[config.mk]
export PLATFORM = sky130hd
export DESIGN_NAME = dmem_stream_reader
export DESIGN_NICKNAME = d
export VERILOG_FILES = /design/src/rtl/dmem_stream_reader.sv
export SDC_FILE = /design/constraint.sdc
export NUM_CORES = 1
export LEC_CHECK = 0
export CORE_MARGIN = 3
export CORE_UTILIZATION = 55
export DETAILED_ROUTE_END_ITERATION = 8
export DONT_BUFFER_PORTS = 1
export HOLD_SLACK_MARGIN = 0.12
export PLACE_DENSITY = 0.7
export SYNTH_ARGS = -nofsm -noshare
export SYNTH_HDL_FRONTEND = slang
export SYNTH_SLANG_ARGS = --single-unit
[constraint.sdc]
create_clock -name clk -period 12.5 [get_ports clk]
set_input_delay 1.875 -clock clk [delete_from_list [all_inputs] [get_ports clk]]
set_output_delay 1.875 -clock clk [all_outputs]
set_load 0.005 [all_outputs]
[src/rtl/dmem_stream_reader.sv]
// Streams a block of 32-bit words from data-memory port B as little-endian bytes.
// Keeps at most two words buffered or in flight so reads overlap the byte output.
module dmem_stream_reader #(
  parameter int unsigned DEPTH = 70000,
  parameter int unsigned AW    = 17
) (
  input  logic          clk,
  input  logic          rst,
  input  logic          start,
  input  logic [AW-1:0] base,
  input  logic [AW-1:0] count,
  output logic [31:0]   rd_addr,
  input  logic [31:0]   rd_data,
  output logic [7:0]    out_data,
  output logic          out_valid,
  input  logic          out_ready,
  output logic          busy,
  output logic          done
);

  typedef enum logic [1:0] {StIdle, StRun, StFin} state_e;

  state_e        state;
  logic [AW-1:0] addr;
  logic [AW-1:0] rd_addr_r;
  logic [AW-1:0] cnt;
  logic [AW-1:0] issued;
  logic [AW-1:0] popped;
  logic          cap1;
  logic          cap2;
  logic [31:0]   fifo_mem [2];
  logic          fifo_rp;
  logic          fifo_wp;
  logic [1:0]    fifo_cnt;
  logic [31:0]   cur_word;
  logic [1:0]    byte_idx;

  logic          fire;
  logic          last_byte;
  logic          need_word;
  logic          issue;
  logic          fifo_pop;
  logic          bypass;
  logic          push;
  logic          final_pop;
  logic [AW-1:0] outstanding;

  function automatic logic [AW-1:0] next_addr(input logic [AW-1:0] a);
    if (a == AW'(DEPTH - 1)) return '0;
    return a + AW'(1);
  endfunction

  assign rd_addr = {{(32 - AW){1'b0}}, rd_addr_r};

  always_comb begin
    fire        = out_valid && out_ready;
    last_byte   = fire && (byte_idx == 2'd3);
    need_word   = !out_valid || last_byte;
    outstanding = issued - popped;
    // Credit counts words issued but not fully serialized: in flight, queued or being emitted.
    issue       = (state == StRun) && (issued != cnt) && (outstanding < AW'(2));
    fifo_pop    = need_word && (fifo_cnt != 2'd0);
    // Data arriving while the serializer is starved goes straight to the output register.
    bypass      = need_word && (fifo_cnt == 2'd0) && cap2;
    push        = cap2 && !bypass;
    final_pop   = last_byte && (popped == cnt - AW'(1));
  end

  always_ff @(posedge clk) begin
    if (rst) begin
      state     <= StIdle;
      addr      <= '0;
      rd_addr_r <= '0;
      cnt       <= '0;
      issued    <= '0;
      popped    <= '0;
      cap1      <= 1'b0;
      cap2      <= 1'b0;
      fifo_rp   <= 1'b0;
      fifo_wp   <= 1'b0;
      fifo_cnt  <= 2'd0;
      cur_word  <= '0;
      byte_idx  <= 2'd0;
      out_data  <= '0;
      out_valid <= 1'b0;
      busy      <= 1'b0;
      done      <= 1'b0;
    end else begin
      done <= 1'b0;
      cap1 <= 1'b0;
      cap2 <= cap1;

      unique case (state)
        StIdle: begin
          if (start) begin
            if (count == '0) begin
              done <= 1'b1;
            end else begin
              // The first read issues on the accepting edge.
              cnt       <= count;
              issued    <= AW'(1);
              popped    <= '0;
              rd_addr_r <= base;
              addr      <= next_addr(base);
              cap1      <= 1'b1;
              busy      <= 1'b1;
              state     <= StRun;
            end
          end
        end
        StRun: begin
          if (issue) begin
            rd_addr_r <= addr;
            addr      <= next_addr(addr);
            issued    <= issued + AW'(1);
            cap1      <= 1'b1;
          end
          if (last_byte) popped <= popped + AW'(1);
          if (final_pop) begin
            state <= StFin;
            busy  <= 1'b0;
            done  <= 1'b1;
          end
        end
        StFin: begin
          state <= StIdle;
        end
        default: begin
          state <= StIdle;
        end
      endcase

      if (push) begin
        fifo_mem[fifo_wp] <= rd_data;
        fifo_wp           <= ~fifo_wp;
      end
      if (fifo_pop) fifo_rp <= ~fifo_rp;
      unique case ({push, fifo_pop})
        2'b10:   fifo_cnt <= fifo_cnt + 2'd1;
        2'b01:   fifo_cnt <= fifo_cnt - 2'd1;
        default: fifo_cnt <= fifo_cnt;
      endcase

      if (need_word) begin
        if (fifo_pop) begin
          cur_word  <= fifo_mem[fifo_rp];
          out_data  <= fifo_mem[fifo_rp][7:0];
          byte_idx  <= 2'd0;
          out_valid <= 1'b1;
        end else if (bypass) begin
          cur_word  <= rd_data;
          out_data  <= rd_data[7:0];
          byte_idx  <= 2'd0;
          out_valid <= 1'b1;
        end else begin
          out_valid <= 1'b0;
        end
      end else if (fire) begin
        cur_word <= {8'h00, cur_word[31:8]};
        out_data <= cur_word[15:8];
        byte_idx <= byte_idx + 2'd1;
      end
    end
  end

endmodule

* Word-level counts from Yosys, hierarchy flattened
Memories as Yosys holds them, arrays and structs flattened. A register that Yosys moved wholly into a read port is not among the register bits. Index checks and enable logic that the tools add are counted.
Operators by class: $add $sub $neg 9, magnitude comparators 1, equal/unequal tests 14, mux-type cells 65, bitwise logic cells 3, reduce and logical (&&, ||, !) cells 25
Operators by type and width (count):
- 17-bit two-way mux | 16
- 17-bit case mux with 2 select lines | 4
- 32-bit two-way mux | 4
- 17-bit by 1-bit adder with 17-bit output (second input constant) | 4
- 17-bit == test (second input constant) | 2
- 8-bit two-way mux | 4
- 1-bit two-way mux | 25
- 17-bit == test | 1
- 17-bit logical NOT | 1
- 17-bit by 2-bit less-than comparator with 1-bit output (second input constant) | 1
- 17-bit != test | 1
- 17-bit by 1-bit subtractor with 17-bit output (second input constant) | 1
- 17-bit subtractor | 1
- 2-bit two-way mux | 7
- 4-bit AND reduction | 3
- 2-bit != test (second input constant) | 5
- 1-bit logical AND | 9
- 2-bit case mux with 2 select lines | 2
- 2-bit nonzero test | 4
- 1-bit case mux with 2 select lines | 3
- 3-bit AND reduction | 2
- 2-bit by 1-bit adder with 2-bit output (second input constant) | 2
- 2-bit by 1-bit == test with 1-bit output (second input constant) | 2
- 2-bit == test (second input constant) | 2
- other kinds (7) | 11
Word-level totals: register bits after elaboration 138, memory bits (writable) 64, input port bits 70, memories 1
Memory list:
- fifo_mem | depth 2, width 32, read ports 1, clocked after memory_dff 1, write ports 1, line 31 | logic [31:0] fifo_mem [2];

* Depth between registers and ports, before layout
Gate-level depths: netlist of the first run.
depth in word-level cells 10, depth in mapped cells 14

* Least setup slack after synthesis of the first run
Ideal clock, no wire load.
path type input-to-reg, start point input out_ready, end point memory fifo_mem[1][0], enable pin, arrival 5008 ps, slack 7024 ps, stages on the path 5, buffers on the path 1, cells stage by stage nand3_1 and2_1 clkbuf_1 o21ai_0 nor3b_1
On the way: word-level cells in the longest chain between the ends 10
RTL lines:
- start: declaration | line 16 | input logic out_ready,
- 1-bit logical AND | line 56 | fire = out_valid && out_ready;
- 1-bit logical AND | line 57 | last_byte = fire && (byte_idx == 2'd3);
- 1-bit logical OR | line 58 | need_word = !out_valid || last_byte;
- 1-bit logical AND (2 in a row) | line 64 | bypass = need_word && (fifo_cnt == 2'd0) && cap2;
- 1-bit logical NOT | line 65 | push = cap2 && !bypass;
- 1-bit logical AND | line 65
- 1-bit two-way mux | line 133 | if (push) begin
- 1-bit two-way mux | line 70 | if (rst) begin
- 1-bit two-way mux (implied by the code) | line 134 | fifo_mem[fifo_wp] <= rd_data;
- end: declaration | line 31
Every way passes these cells.

* Final worst setup path of the first run
start point input count[16], end point register issued[4]
On the way: word-level cells in the longest chain between the ends 3
RTL lines:
- start: declaration | line 11 | input logic [AW-1:0] count,
- 17-bit logical NOT | line 96 | if (count == '0) begin
- 2-bit != test (no source line)
- 4-bit AND reduction (no source line)
- end signal: assignment | line 115 | issued <= issued + AW'(1);
- end: declaration | line 27 | logic [AW-1:0] issued;
Every way passes these cells. A chain may end at the register's enable or synchronous reset.

==> results.ini, run 1 <==
[run_status]
outcome = finished clean

[detailed_routing]
wl_per_cell_um = 18.3
vias = 8543
drt_iter0_drc = 712
routed_wl_mm = 26.0
ant_nets = 0
firstDrtPassIters = 4
vias_per_cell = 6.02
drc_errors = 0

[timing]
min_period_ns = 5.00
slew_viol_final = 0
relSlewSlack = 0.216
finalHoldViolations = 0
post-route-period-util = 0.400
setup_violations = 0
clock_skew_ns = 0.0162
setup_tns_ns = 0
grt_setup_unrepaired = false
worst_pin_slew_ns = 1.17
clock.fmax_mhz = 200

[logic_synthesis]
synth_area_mm2 = 0.0106
synth_ff_type = dfxtp_1
ys_types = 75
ys_seq_area_frac = 0.428
syn_inst = 1205
synth_area_per_cell_um2 = 8.82
synth-edff-count = 64
ys_seq_elements = 195
async_reset_ff_frac = 0
yosysWarnings = 0

[placed_design]
dpl.hpwl_mm = 18.0
gp_congestion = 0.903
portBuffers = 0

[clocking]
cts_tree = yes
cts-buffers-inserted = 17
htreeDepth = 4
clock_sinks = 195
clock_path_buffers = 2
post-cts-setup-buffer-count = 0
clk_pin_slew_ns = 0.08
clock_latency_ns = 0.44
post_cts_resized = 0
cts_hold_buf = 0
cts-root-buf = clkbuf_16

[die]
core-area_mm2 = 0.0188
die_h_um = 145
io_pins = 113
rows = 50
initial_core_util = 0.564
fp.dieW_um = 145
die-area_mm2 = 0.0210

[setup_path]
critPathLaunch = count[16]
cp_max_fo = 22
r2r_start = issued[1]
crit_top_cell = nand2_1
crit_path_top_delay_cell = or4_1
worstPathCellList = nor4_1 -> nand4_1 -> o41ai_1 -> a21oi_1 -> nand2_1 -> nand2_1 -> or4_1 -> o21ai_1
crit_arrival_ns = 5.38
cp_slowest_stage_delay_ns = 0.64
criticalPathCategory = in -> reg
r2r_cells = 11
reg2reg_to = issued[16]
crit_required_ns = 12.87
cp-start-kind = input port
end_kind = flip-flop
r2r_setup_slack_ns = 8.12

[finish]
fillers = 1654
drive_above_1_share = 0.0569
area_growth_pct = 5.81
most-common-layout-cells = nor2_1 (135), dfxtp_1 (130), nand2_1 (122)
diodes = 0
finalNetCount = 1240
mostFrequentLayoutCell = nor2_1

[min_path]
hold_depth = 1
hp-start = cap1
worstHoldEndpoint = cap2
hold_path_class = reg -> reg

[power]
p_per_area_mw_per_mm2 = 162
p_total_uw = 1820
irDropWorstVdd_uv = 109
total_leakage_power_uw = 0.00391

[grt]
grt_overflow = 0
grt_max_degree = 112
grt_pass1_wl_mm = 42.4
grt_pass1_vias = 7910
antenna_found_initial = 0
gr-usage-all-layers = 0.245

[flow_run]
cap_violations = 0

## critical path, delay by kind of cell
kind | cells | cell delay [ns]
compound gates | 3 | 0.95
simple gates | 5 | 2.54
## worst max-delay path by stage
| stage | slack [ns] | endpoint | cells after the start |
|---|---|---|---|
| 6_report | 7.50 | issued[4] | 8 |
| 5_1_grt | 7.24 | issued[4] | 8 |
| 4_1_cts | 7.53 | issued[4] | 8 |
| 3_5_place_dp | 7.07 | issued[4] | 8 |
| 3_3_place_gp | 7.17 | issued[4] | 8 |
| 2_1_floorplan | 7.02 | fifo_mem[1][0] | 5 |
## final cells by class
cell class / instances / area [um^2] / share of cell area
Clock inverter: 15 / 196 / 0.0175
Inverter: 34 / 128 / 0.0114
Timing Repair Buffer: 8 / 60.1 / 0.00534
Tap cell: 260 / 325 / 0.0289
Clock buffer: 17 / 425 / 0.0378
Multi-Input combinational cell: 891 / 5560 / 0.495
Sequential cell: 195 / 4550 / 0.404
## cell usage after synthesis, types with 32 or more instances
| cell | count | share of area |
|---|---|---|
| clkbuf_1 | 61 | 0.022 |
| a211oi_1 | 67 | 0.047 |
| dfxtp_1 | 131 | 0.25 |
| inv_1 | 32 | 0.011 |
| nand3_1 | 36 | 0.017 |
| mux2i_1 | 57 | 0.054 |
| edfxtp_1 | 64 | 0.18 |
| nor2_1 | 135 | 0.048 |
| nor3_1 | 51 | 0.024 |
| a21oi_1 | 68 | 0.032 |
| nand2_1 | 122 | 0.043 |
| xnor2_1 | 51 | 0.042 |
## flip-flops by register name (all words and copies together), names as in the netlist, named ones only
name,cells
out_valid,1
issued,17
state,2
rd_addr_r,17
cur_word,25
popped,17
busy,1
byte_idx,2
fifo_cnt,2
cap2,1
fifo_mem,64
fifo_rp,1
fifo_wp,1
out_data,7
done,1
cnt,17
addr,17
cap1,1
## report_power, final
part	switching (uW)	leakage (uW)	internal, uW
combinational	274	0.00196	179
sequential	80.5	0.00165	733
clock	281	0.000299	275
## per-layer routing
metal	vias to the layer above	global-route usage	part of all wire
li1	4214	-	-
met1	4014	0.332	0.44
met2	271	0.395	0.47
met3	44	0.0528	0.063
met4	0	0.0760	0.021
met5	-	0	0
## stage by stage
step / utilization / hold WS [ns] / std cells / setup WS [ns] / instance area, um^2
floorplan: - / 0.414 / 1219 / 7.02 / 10700
global placement: 0.564 / 0.432 / 1388 / 7.17 / 10600
detailed placement: 0.564 / 0.434 / 1388 / 7.07 / 10600
CTS: 0.597 / 0.449 / 1420 / 7.53 / 11200
global route: 0.597 / 0.455 / 1420 / 7.24 / 11200
finish: 0.597 / 0.445 / 1420 / 7.50 / 11200
## cells by family (layout without fill, tap and decap cells)
logic type	Yosys count	after routing	share of synthesized area
xor+xnor	76	76	0.0626
compound gates	251	251	0.159
fa+ha+maj	23	23	0.0278
other cells	1	15	0.000353
simple gates	468	468	0.211
mux	58	58	0.0548
buf+inv	133	74	0.0568
flops	195	195	0.428
Power figures use the tool's default switching activity.
==> inputs of run 2 (changes only) <==
Settings changed: PLACE_DENSITY 0.7 to 0.73.
Clock period 12.5 ns to 4.39 ns, I/O delays scaled along.
==> results.ini, run 2 (same netlist as run 1, synthesis figures left out) <==
[setup_path]
end_kind = flip-flop
r2r_setup_slack_ns = 0.51
cp_max_fo = 40
crit_arrival_ns = 4.21
crit_required_ns = 4.72
criticalPathCategory = reg -> reg
cp-start-kind = flip-flop

[finish]
most-common-layout-cells = nor2_1 (135), dfxtp_1 (130), nand2_1 (122)
largest_register_ff_count = 64
largest_register = fifo_mem
diodes = 0
finalNetCount = 1249
area_growth_pct = 6.36
top_regs = fifo_mem (64), cur_word (25)
drive_above_1_share = 0.0633
fin_area_mm2 = 0.0113
mostFrequentLayoutCell = nor2_1

[detailed_routing]
wl_per_cell_um = 18.1
drc_errors = 0
drt_iter0_drc = 763
vias = 8702
vias_per_cell = 6.09
ant_nets = 0
firstDrtPassIters = 5
routed_wl_mm = 25.9

[clocking]
clock_latency_ns = 0.44
cts-buffers-inserted = 17
post_cts_resized = 0
cts_tree = yes
post-cts-setup-buffer-count = 0
clock_path_buffers = 2
cts-root-buf = clkbuf_16
clk_pin_slew_ns = 0.08
clock_sinks = 195
cts_hold_buf = 0
htreeDepth = 4

[die]
core-area_mm2 = 0.0188
fp.dieW_um = 145
initial_core_util = 0.564
io_pins = 113
die-area_mm2 = 0.0210
rows = 50
die_h_um = 145

[power]
p_sw_frac = 0.347
total_leakage_power_uw = 0.00395
p_int_uw = 3380
p_per_area_mw_per_mm2 = 457
clkPwrFrac = 0.301
p_total_uw = 5170
irDropWorstVdd_uv = 319
seq_power_share = 0.449
p_switching_uw = 1790
p_comb_frac = 0.250

[timing]
min_period_ns = 3.88
worst_pin_slew_ns = 1.13
slew_viol_final = 0
clock.fmax_mhz = 258
finalHoldViolations = 0
finalWorstSetupSlack_ns = 0.510
post-route-period-util = 0.884
setup_tns_ns = 0
clock_skew_ns = 0.0177
setup_violations = 0
grt_setup_unrepaired = false
hold_ws_ns = 0.293
relSlewSlack = 0.247

[placed_design]
portBuffers = 0
pre_cts_ws_ns = 0.587
dpl.hpwl_mm = 18.4
gp_congestion = 0.902
dpl_cell_area_mm2 = 0.0107

[grt]
grt_pass1_vias = 7903
grt_overflow = 0
antenna_found_initial = 0
gr-usage-all-layers = 0.241
grt_max_degree = 112
grt_pass1_wl_mm = 41.8

[run_status]
outcome = finished clean

[min_path]
hold_path_class = in -> reg

[flow_run]
cap_violations = 0

## run 2: cell count changes in the layout (fill, tap and decap cells not counted), sizes merged
cell | previous run | this run
inv | 39 | 40
buf | 8 | 17
clkinv | 10 | 9
## run 2: path summary, 6_finish.rpt
kind / end / startpoint / cells past startpoint
worst max-delay path: addr[4] / popped[9] / 12
worst max register to register: addr[4] / popped[9] / 12
worst min register to register: cap2 / cap1 / 1
worst min-delay path: addr[16] / rst / 1
## run 2: worst max-delay path, stage by stage, from the launching register on
cell and delay [ns]:
dfxtp_1 0.44, inv_1 0.08, ha_1 0.36, o21a_1 0.25, nor4_1 0.35, a31oi_1 0.10
a2111oi_2 0.43, o221ai_1 0.21, nor4_2 0.27, a41o_2 0.64, buf_12 0.27, o21ai_1 0.09
a32o_1 0.26
## run 2: stage by stage
| step | utilization | std cells |
|---|---|---|
| after floorplan | - | 1219 |
| after global placement | 0.568 | 1397 |
| after detailed placement | 0.568 | 1397 |
| after CTS | 0.600 | 1429 |
| after global routing | 0.600 | 1429 |
| final | 0.600 | 1429 |
## run 2: area by class of cell
| type | count | area, um^2 |
|---|---|---|
| Sequential cell | 195 | 4550 |
| Clock inverter | 15 | 178 |
| Fill cell | 1636 | 7530 |
| Multi-Input combinational cell | 891 | 5560 |
| Tap cell | 260 | 325 |
| Clock buffer | 17 | 425 |
| Timing Repair Buffer | 17 | 140 |
| Inverter | 34 | 128 |
## run 2: metal layers
| metal | GRT usage | wire length [um] | vias to the layer above |
|---|---|---|---|
| li1 | - | - | 4226 |
| met1 | 0.329 | 11000 | 4144 |
| met2 | 0.385 | 12200 | 304 |
| met3 | 0.0621 | 2150 | 28 |
| met4 | 0.0637 | 486 | 0 |
| met5 | 0 | 0 | - |
## run 2: power groups by stage
stage | Combinational, uW | Sequential (uW) | Clock [uW]
global route | 1470 | 2360 | 1650
global placement | 1260 | 2360 | 0
floorplan | 1190 | 2230 | 0
CTS | 1300 | 2330 | 1580
finish | 1290 | 2320 | 1550
detailed placement | 1290 | 2370 | 0
==> inputs of run 3 (changes only) <==
==> constraint.sdc (replaced) <==
create_clock -name clk -period 4.39 [get_ports clk]
set_input_delay 1.317 -clock clk [delete_from_list [all_inputs] [get_ports clk]]
set_output_delay 1.317 -clock clk [all_outputs]
set_load 0.005 [all_outputs]
==> results.ini, run 3 (same netlist as run 1, synthesis figures left out) <==
[timing]
slew_viol_final = 0
finalHoldViolations = 0
worst_pin_slew_ns = 1.16
grt_setup_unrepaired = false
clock.fmax_mhz = 246
setup_violations = 0
setup_tns_ns = 0
post-route-period-util = 0.926
relSlewSlack = 0.226
min_period_ns = 4.06
clock_skew_ns = 0.0139
finalWorstSetupSlack_ns = 0.325

[detailed_routing]
wl_met1_mm = 11.8
dr.max_layer_used = met4
drt_iter0_drc = 723
wl_per_cell_um = 18.1
wl_met2_mm = 11.9
vias = 8725
routed_wl_mm = 25.9
firstDrtPassIters = 5
vias_per_cell = 6.09
drc_errors = 0
ant_nets = 0
met3_length_mm = 1.65

[clocking]
clock_latency_ns = 0.45
clock_path_buffers = 2
cts-root-buf = clkbuf_16
htreeDepth = 4
cts_tree = yes
clk_pin_slew_ns = 0.07
cts-buffers-inserted = 17
cts_hold_buf = 0
clock_sinks = 195

[setup_path]
cp_slowest_stage_delay_ns = 0.78
end_kind = flip-flop
cp_max_fo = 13
criticalPathCategory = in -> reg
crit_path_top_delay_cell = o41ai_1
cp-start-kind = input port
crit_required_ns = 4.76
r2r_setup_slack_ns = 0.33
worstPathCellList = nor4_1 -> nand4_1 -> o41ai_1 -> a21oi_1 -> a41oi_2 -> buf_4 -> or3_1 -> mux2i_1
r2r_start = popped[9]
crit_arrival_ns = 4.43
critPathLaunch = count[16]

[power]
p_total_uw = 5150
total_leakage_power_uw = 0.00397
p_per_area_mw_per_mm2 = 455
irDropWorstVdd_uv = 280

[placed_design]
pre_cts_ws_ns = -0.202
dpl_cell_area_mm2 = 0.0107
dpl.hpwl_mm = 18.2
gp_congestion = 0.964
portBuffers = 0

[finish]
utilization = 0.602
finalNetCount = 1253
largest_register_ff_count = 64
largest_register = fifo_mem
seq_area_mm2 = 0.00455
drive_above_1_share = 0.0665
fillers = 1627
area_growth_pct = 6.62
mostFrequentLayoutCell = nor2_1
most-common-layout-cells = nor2_1 (135), dfxtp_1 (130), nand2_1 (122)
top_regs = fifo_mem (64), cur_word (25)
multiInputGateArea_mm2 = 0.00558
fin_area_mm2 = 0.0113
diodes = 0

[grt]
grt_pass1_vias = 7768
grt_max_degree = 112
gr-usage-all-layers = 0.239
grt_overflow = 0
antenna_found_initial = 0
grt_pass1_wl_mm = 41.5

[min_path]
hp-start = byte_idx[1]
hold_path_class = reg -> reg

[die]
io_pins = 113
core-area_mm2 = 0.0188
rows = 50
initial_core_util = 0.564
die_h_um = 145
die-area_mm2 = 0.0210
fp.dieW_um = 145

[flow_run]
cap_violations = 0

[run_status]
outcome = finished clean

## run 3: final timing paths
check                      to  cells after the start
setup reg to reg   issued[14]                     12
hold reg to reg   byte_idx[1]                      2
hold / removal    byte_idx[1]                      2
setup / recovery   issued[12]                      8
## run 3: worst max-delay path, delay by kind of cell
family / cells / cell delay [ns]
AO/OA/AOI/OAI: 3 / 1.69
AND/OR/NAND/NOR: 3 / 0.97
buffers and inverters: 1 / 0.28
multiplexers: 1 / 0.17
## run 3: repair_timing
action                     4_1_cts  5_1_grt
resized for setup                0        1
hold endpoints to repair         0        0
setup endpoints to repair        0        2
buffers inserted                 0        0
## run 3: per-stage QoR
stage / hold slack, ns / std cells
2_1_floorplan: 0.414 / 1219
3_3_place_gp: 0.427 / 1401
3_5_place_dp: 0.446 / 1401
4_1_cts: 0.456 / 1433
5_1_grt: 0.486 / 1433
6_report: 0.458 / 1433
## run 3: layer usage
metal  up-vias  global-route usage
met1      4123               0.339
li1       4248                   -
met3        43              0.0428
met2       311               0.375
met5         -                   0
met4         0              0.0741
## run 3: area by class of cell
| class | instances | share of cell area |
|---|---|---|
| well taps | 260 | 0.0287 |
| clock inverters | 15 | 0.0144 |
| inverters | 34 | 0.0113 |
| clock buffers | 17 | 0.0376 |
| repair buffers | 21 | 0.0139 |
| flip-flops and latches | 195 | 0.401 |
| multi-input cells | 891 | 0.493 |
## run 3: where the power goes
part           internal [uW]  leakage (uW)  switching, uW
logic                    524       0.00203            779
clock network            762      0.000283            766
registers               2090       0.00165            231
